===== src/rtl/micro_alpha_veryl_alu_sequencer.sv =====
`timescale 1ns/1ps
// micro_alpha_veryl_alu_sequencer: runs a 1..MAX_WORDS x 16-bit operation word-serially through a shared external ALU.
//   clk, rst_n                       clock, asynchronous active-low reset
//   req_valid_i/req_ready_o          request handshake (ready only in IDLE)
//   req_operation_i                  0=NOP 1=ADD 2=SUB 3=AND 4=OR 5=XOR, 6/7 act as NOP
//   req_words_i, req_left_i,
//   req_right_i, req_cin_i           length in words (0 means 1), operands (word 0 in [15:0]), initial carry/borrow
//   alu_*_o / alu_result_i,
//   alu_cout_i                       drive and return of the shared combinational ALU
//   rsp_valid_o/rsp_ready_i          response handshake, rsp_result_o/rsp_cout_o held while waiting
//   busy_o                           high whenever not IDLE
module micro_alpha_veryl_alu_sequencer #(
   parameter int MAX_WORDS = 4
) (
   input  logic        clk,
   input  logic        rst_n,
   input  logic        req_valid_i,
   output logic        req_ready_o,
   input  logic [2:0]  req_operation_i,
   input  logic [2:0]  req_words_i,
   input  logic [63:0] req_left_i,
   input  logic [63:0] req_right_i,
   input  logic        req_cin_i,
   output logic [2:0]  alu_operation_o,
   output logic [15:0] alu_left_o,
   output logic [15:0] alu_right_o,
   output logic        alu_cin_o,
   input  logic [15:0] alu_result_i,
   input  logic        alu_cout_i,
   output logic        rsp_valid_o,
   input  logic        rsp_ready_i,
   output logic [63:0] rsp_result_o,
   output logic        rsp_cout_o,
   output logic        busy_o
);
   localparam logic [2:0] OP_NOP = 3'd0;
   localparam logic [2:0] OP_ADD = 3'd1;
   localparam logic [2:0] OP_SUB = 3'd2;
   localparam logic [2:0] OP_XOR = 3'd5;
   typedef enum logic [1:0] {IDLE, RUN, DONE} state_t;
   state_t      state_q, state_d;
   logic [1:0]  k_q, k_d;
   logic [2:0]  n_q, n_d;
   logic [2:0]  op_q, op_d;
   logic [63:0] left_q, left_d, right_q, right_d, res_q, res_d;
   logic        carry_q, carry_d;
   logic        run, arith;
   assign run   = state_q == RUN;
   assign arith = op_q == OP_ADD || op_q == OP_SUB;
   always_ff @(posedge clk or negedge rst_n) begin
      if (!rst_n) begin
         state_q <= IDLE;
         k_q     <= '0;
         n_q     <= '0;
         op_q    <= OP_NOP;
         left_q  <= '0;
         right_q <= '0;
         res_q   <= '0;
         carry_q <= 1'b0;
      end else begin
         state_q <= state_d;
         k_q     <= k_d;
         n_q     <= n_d;
         op_q    <= op_d;
         left_q  <= left_d;
         right_q <= right_d;
         res_q   <= res_d;
         carry_q <= carry_d;
      end
   end
   // carry_q starts as the request cin, so word 0 and later words share one carry path
   always_comb begin
      state_d = state_q;
      k_d     = k_q;
      n_d     = n_q;
      op_d    = op_q;
      left_d  = left_q;
      right_d = right_q;
      res_d   = res_q;
      carry_d = carry_q;
      case (state_q)
         IDLE: if (req_valid_i) begin
            state_d = RUN;
            k_d     = '0;
            n_d     = req_words_i == 3'd0 ? 3'd1 :
                      int'(req_words_i) > MAX_WORDS ? 3'(MAX_WORDS) : req_words_i;
            op_d    = req_operation_i > OP_XOR ? OP_NOP : req_operation_i;
            left_d  = req_left_i;
            right_d = req_right_i;
            carry_d = req_cin_i;
            res_d   = '0;
         end
         RUN: begin
            res_d[{k_q, 4'b0} +: 16] = alu_result_i;
            carry_d = alu_cout_i;
            k_d     = k_q + 2'd1;
            if ({1'b0, k_q} == n_q - 3'd1) state_d = DONE;
         end
         DONE: if (rsp_ready_i) state_d = IDLE;
         default: state_d = IDLE;
      endcase
   end
   assign req_ready_o     = state_q == IDLE;
   assign busy_o          = state_q != IDLE;
   assign rsp_valid_o     = state_q == DONE;
   assign rsp_result_o    = res_q;
   assign rsp_cout_o      = arith && carry_q;
   assign alu_operation_o = run ? op_q : OP_NOP;
   assign alu_left_o      = run ? left_q[{k_q, 4'b0} +: 16] : 16'd0;
   assign alu_right_o     = run ? right_q[{k_q, 4'b0} +: 16] : 16'd0;
   assign alu_cin_o       = run && arith && carry_q;
endmodule


===== config.mk =====
export PLATFORM = sky130hd
export DESIGN_NAME = micro_alpha_veryl_alu_sequencer
export DESIGN_NICKNAME = d
export VERILOG_FILES = /design/src/rtl/micro_alpha_veryl_alu_sequencer.sv
export SDC_FILE = /design/constraint.sdc
export NUM_CORES = 1
export LEC_CHECK = 0
export CORE_AREA = 2 2 153 155
export CTS_CLUSTER_SIZE = 28
export DETAILED_ROUTE_END_ITERATION = 8
export DIE_AREA = 0 0 155 157
export GPL_TIMING_DRIVEN = 0
export PLACE_DENSITY = 0.71
export SETUP_SLACK_MARGIN = 0.15
export SLEW_MARGIN = 5
export SYNTH_ARGS = -nofsm -noshare
export SYNTH_HDL_FRONTEND = slang
export SYNTH_SLANG_ARGS = --single-unit

===== constraint.sdc =====
create_clock -name clk -period 5.4 [get_ports clk]
set_input_delay 0.54 -clock clk [delete_from_list [all_inputs] [get_ports clk]]
set_output_delay 0.54 -clock clk [all_outputs]
set_load 0.01 [all_outputs]

Word level (Yosys, flattened, before mapping)
Index checks and enable logic that the tools add are counted.
Storage, ports and cells
  register bits after elaboration: 203
  bits in latches: 0
  memory bits (writable): 0
  ROM bits: 0
  input port bits: 156
  output and inout port bits: 104
  memories: 0
Operators by class
  $add $sub $neg: 3
  multipliers: 0
  divide/modulo/power cells: 0
  order comparisons: 2
  equality and inequality tests: 8
  shift operators: 4
  multiplexer cells: 17
  bitwise operators: 0
  reduce and logical (&&, ||, !) cells: 11
Operator list (count)
  one-hot mux 64 bit (2 select lines): 1
  variable part select 64 x 7 -> 16 bit: 2
  bitwise mux 64 bit: 1
  2-to-1 mux 64 bit: 1
  variable shift 16 x 8 -> 64 bit, first input constant: 1
  variable part select 16 x 8 -> 64 bit: 1
  2-to-1 mux 16 bit: 2
  2-to-1 mux 3 bit: 4
  2-to-1 mux 2 bit: 4
  negation 6 -> 8 bit: 1
  greater-than comparator 3 bit, second input constant: 2
  one-hot mux 2 bit (3 select lines): 1
  inequality test 2 x 1 -> 1 bit, second input constant: 2
  one-hot mux 2 bit (2 select lines): 1
  AND reduction 2 bit: 2
  nonzero test 2 bit: 2
  == test 2 x 3 -> 1 bit: 1
  == test 3 x 1 -> 1 bit, second input constant: 1
  == test 3 x 2 -> 1 bit, second input constant: 1
  logical AND 1 bit: 3
  logical NOT 3 bit: 1
  AND reduction 3 bit: 1
  subtractor 3 x 1 -> 3 bit, second input constant: 1
  adder 2 x 1 -> 2 bit, second input constant: 1
  other kinds (7): 7

Longest topological paths before layout
  word-level depth: 4
  depth in mapped cells: 8
  depth with buffers taken out: 5

Worst setup path before layout
Ideal clock, no wire load.
  path kind: register to register
  start point: reg k_q[0]
  end point: reg res_q[53] (netlist: rsp_result_o[53])
  library setup time: 0.065 ns
  data arrival time: 1.964 ns
  required time: 5.335 ns
  slack: 3.370 ns
  stages on the path, launching flop included: 8
  path buffers: 3
  cell sequence: dfrtp_1 buf_6 buf_6 inv_1 ha_1 nor4_4 buf_4 a22o_1
On the way
  longest elaborated chain between the ends: 4
  elaborated cells on any way between the ends: 5
RTL lines
  from (decl): RTL line 42  | logic [1:0] k_q, k_d;
  from (signal assigned): RTL line 62  | k_q <= k_d;
  negation 6 -> 8 bit (*): RTL line 94  | res_d[{k_q, 4'b0} +: 16] = alu_result_i;
  variable part select 16 x 8 -> 64 bit or variable shift 16 x 8 -> 64 bit (tied branches): RTL line 94
  bitwise mux 64 bit (*): RTL line 94
  one-hot mux 64 bit (2 select lines) (*): RTL line 81  | case (state_q)
  to (signal assigned): RTL line 67  | res_q <= res_d;
  to (decl): RTL line 45  | logic [63:0] left_q, left_d, right_q, right_d, res_q, res_d;
Every way passes the cells marked *; elsewhere a longest branch is shown, timed or not.
A chain may end at the register's enable or synchronous reset.

Final worst setup path
  start point: reg k_q[1]
  end point: out alu_left_o[12]
On the way
  longest elaborated chain between the ends: 2
RTL lines
  variable part select 64 x 7 -> 16 bit: RTL line 109  | assign alu_left_o = run ? left_q[{k_q, 4'b0} +: 16] : 16'd0;
  2-to-1 mux 16 bit: RTL line 109
  to (decl): RTL line 25  | output logic [15:0] alu_left_o,
No other way between the ends.

==> flow_metrics.tcl <==
set metrics [dict create \
    yosys_synthesis_warning_count 0 \
    remaining_drc_errors 0 \
    drt_first_iter_violations 428 \
    critical_path.slowest_cell "clkbuf_1" \
    layout_worst_path_cycle_share_pct 60.6 \
    grt.overflow.total 0 \
    dp_hpwl_um 18800 \
    post_dp_cell_area_um2 11900 \
    yosys-mux-area-fraction_pct 8.10 \
    syn_area_um2 8900 \
    r2r_end "rsp_result_o[41]$_DFFE_PN0P_" \
    synth.ff_latch_count 203 \
    ant_nets 0 \
    run_status "finished, final reports clean" \
    rr_startpoint "k_q[1]$_DFFE_PN0P_" \
    buffer_ports.inserted 259 \
    routabilityCongestion 0.810 \
    area_delta_synth_final_pct 42.5 \
    finalWorstSetupSlack_ps 2130 \
    postCtsSetupRepairBufs 0 \
    router_iterations_before_antenna_repair 6 \
    power.density_cell_area_nw_per_um2 580 \
    path_clk_slew_ps 60 \
    leakage_nw 6.05 \
    floorplan.rows 55 \
    critical-path-max-stage-delay_ps 520 \
    final_layout_size_suffix_gt1_share_pct 10.8 \
    hold_buffers 0 \
    final.hold.worst_slack_ps 61.7 \
    insertedDiodeCount 0 \
    nNetsFinal 1289 \
    totalNegativeSetupSlack_ps 0 \
    main_combinational_cell_family_by_area_after_synthesis "simple AND/OR/NAND/NOR gates" \
    placement.setup.worst_slack_ps 2650 \
    ctsHtreeMaxLevel 1 \
    setup_viol 0 \
    io-pin-count 260 \
    core_area_um2 22500 \
    synth_edf_count 0 \
    route.detailed.vias_per_inst 5.05 \
    final.setup_skew_ps 16.1 \
    period_minus_slack_ps 3270 \
    total_global_route_track_usage_pct 22.1 \
    synth_compound_area_share_pct 7.42 \
    maxSlewHeadroom_pct 58.6 \
    synthesis.instances 841 \
    cts_num_sinks 203 \
    r2r_setup_slack_ps 2700 \
    dieArea_um2 24300 \
    postLayoutCellArea_um2 12700 \
    fraction_of_the_mapped_netlist_area_in_adder_cells_pct 0.844 \
    cp_data_arrival_time_ps 2730 \
    wire_length_of_the_first_global_routing_pass_um 41900 \
    maxClockFrequency_mhz 306 \
    final_max_slew_viol_count 0 \
    worstSetupEndpointType "primary output" \
    critPathTopFamily "buffers and inverters" \
    synth_simple_gate_area_share_pct 21.8 \
    number_of_antenna_violations_at_the_first_check_in_global_routing 2 \
    synth_largest_type_area_fraction_pct 57.1 \
    hold_path.class "primary input to async pin" \
    crit_path_start_kind "register" \
    utilization_after_layout_pct 56.4 \
    initial_core_util_pct 39.5 \
    number_of_cell_instances_on_the_worst_register_to_register_path 8 \
    synth_cell_type_count 34 \
    cts_resized 0 \
    cts_buffer_depth 3 \
    worstSkewPairLatency_ps 510 \
    path_cells "buf_2 -> clkbuf_1 -> mux4_2 -> and2_1 -> clkdlybuf4s50_1" \
    detail_route.wl_per_cell_um 18.5 \
    clock-root-buffer "clkbuf_16" \
    tritoncts_clock_tree "built" \
    transition_time_at_the_pin_with_the_least_slew_margin_ps 622 \
    postSynthAreaPerCell_um2 10.6 \
    die_y_um 157 \
    syn_nets 1003 \
    cts_made_buffers 23 \
    critical_path_fanout_max 10 \
    unrepaired_setup_endpoints_after_global_routing "false" \
    netlist_top_cells_area "dfrtp_1 (57%), nand2_1 (17%), mux4_2 (8.1%)" \
    final_hold_viol_count 0 \
    timing.critical_path.required_ps 4860 \
    synth_sequential_area_ratio_pct 57.1 \
    post_synth_xor_area_fraction_pct 0.394 \
    asyncSetResetFlopFracSynth_pct 100 \
    grt_start_max_net_pins 115 \
    die-width_um 155 \
    wirelength_um 26500 \
    n_fill_cell 1894 \
    synthFlopType "dfrtp_1" \
    synth_area_leader "dfrtp_1" \
    num_vias 7223 \
    cap_viol_max_count 0 \
    vdd_drop_max_mv 0.269 \
    critPathBufInv 3 \
    first_global_vias 7564 \
    crit_type "register to primary output" \
]
==> registers in the layout, indices dropped and copies added (netlist names) <==
name and count:
carry_q 1, k_q 2, left_q 64, n_q 3, op_q 3, right_q 64
rsp_result_o 64, state_q 2
==> cells by family (layout without fill, tap and decap cells) <==
group,after synthesis,count (layout)
buffers and inverters,59,362
flip-flops,203,203
multiplexers,32,32
adder cells (fa/ha/maj),6,6
AND/OR/NAND/NOR,460,460
AO/OA/AOI/OAI,77,77
XOR/XNOR,4,4
==> per-stage QoR <==
stage,cells,power [W]
after detailed placement,1387,0.00580
after CTS,1429,0.00743
after global routing,1429,0.00784
after floorplan,841,0.00433
final,1429,0.00736
after global placement,1385,0.00573
==> worst max path at each step <==
stage / from / endpoint / slack [ps] / cells past startpoint
final: k_q[1]$_DFFE_PN0P_ / alu_left_o[12] / 2130 / 5
after global placement: rst_n / left_q[52]$_DFFE_PN0P_ / -4820 / 1
after floorplan: k_q[0]$_DFFE_PN0P_ / rsp_result_o[53]$_DFFE_PN0P_ / 3370 / 7
after global routing: k_q[1]$_DFFE_PN0P_ / alu_left_o[13] / 1990 / 5
after detailed placement: k_q[1]$_DFFE_PN0P_ / alu_left_o[12] / 2650 / 5
after CTS: k_q[1]$_DFFE_PN0P_ / alu_left_o[12] / 2100 / 5
==> worst register-to-register path: stages (launching register included) <==
cell     delay, ps
dfrtp_1        380
buf_2          250
buf_2          340
inv_1          160
ha_1           480
nand2_1        150
nor4_4         460
buf_4          290
a22o_1         150
==> metal layers <==
metal  global-route usage (%)  routed length, µm  vias to the layer above
li1                         -                  -                     3359
met1                     28.7              11000                     3530
met2                     37.7              12900                      295
met3                     4.90               1980                       37
met4                     5.64                597                        2
met5                        0                 13                        -
==> power breakdown <==
| group | internal (W) | switching, W | total (W) | leakage [nW] |
|---|---|---|---|---|
| sequential | 0.00217 | 0.000370 | 0.00254 | 2.61 |
| clock | 0.000953 | 0.000636 | 0.00159 | 0.386 |
| combinational | 0.00171 | 0.00153 | 0.00324 | 3.06 |
==> layout make-up <==
| class | count | area [µm²] | share of cell area (%) |
|---|---|---|---|
| Clock buffer | 31 | 656 | 5.17 |
| Sequential cell | 203 | 5080 | 40.0 |
| Timing Repair Buffer | 261 | 2650 | 20.9 |
| Tap cell | 285 | 357 | 2.81 |
| Inverter | 7 | 26.3 | 0.207 |
| Multi-Input combinational cell | 579 | 3430 | 27.1 |
| Buffer | 52 | 358 | 2.82 |
| Clock inverter | 11 | 121 | 0.957 |
==> cells in the mapped netlist (4+ instances only) <==
library cell,count
mux4_2,32
nand2_1,403
ha_1,6
clkbuf_1,10
buf_4,9
a22o_1,64
a21o_1,4
dfrtp_1,203
inv_1,7
buf_6,14
buf_2,19
nand3b_1,4
and2_1,36
==> layout by cell type, fill, tap and decap left out, types with 6 or more instances in the layout <==
| cell | instances |
|---|---|
| inv_1 | 7 |
| and2_1 | 36 |
| buf_6 | 14 |
| dfrtp_1 | 203 |
| nand2_1 | 403 |
| clkbuf_16 | 23 |
| clkdlybuf4s50_1 | 258 |
| ha_1 | 6 |
| clkbuf_1 | 13 |
| a22o_1 | 64 |
| buf_4 | 9 |
| buf_2 | 19 |
| mux4_2 | 32 |
Power figures use the tool's default switching activity.
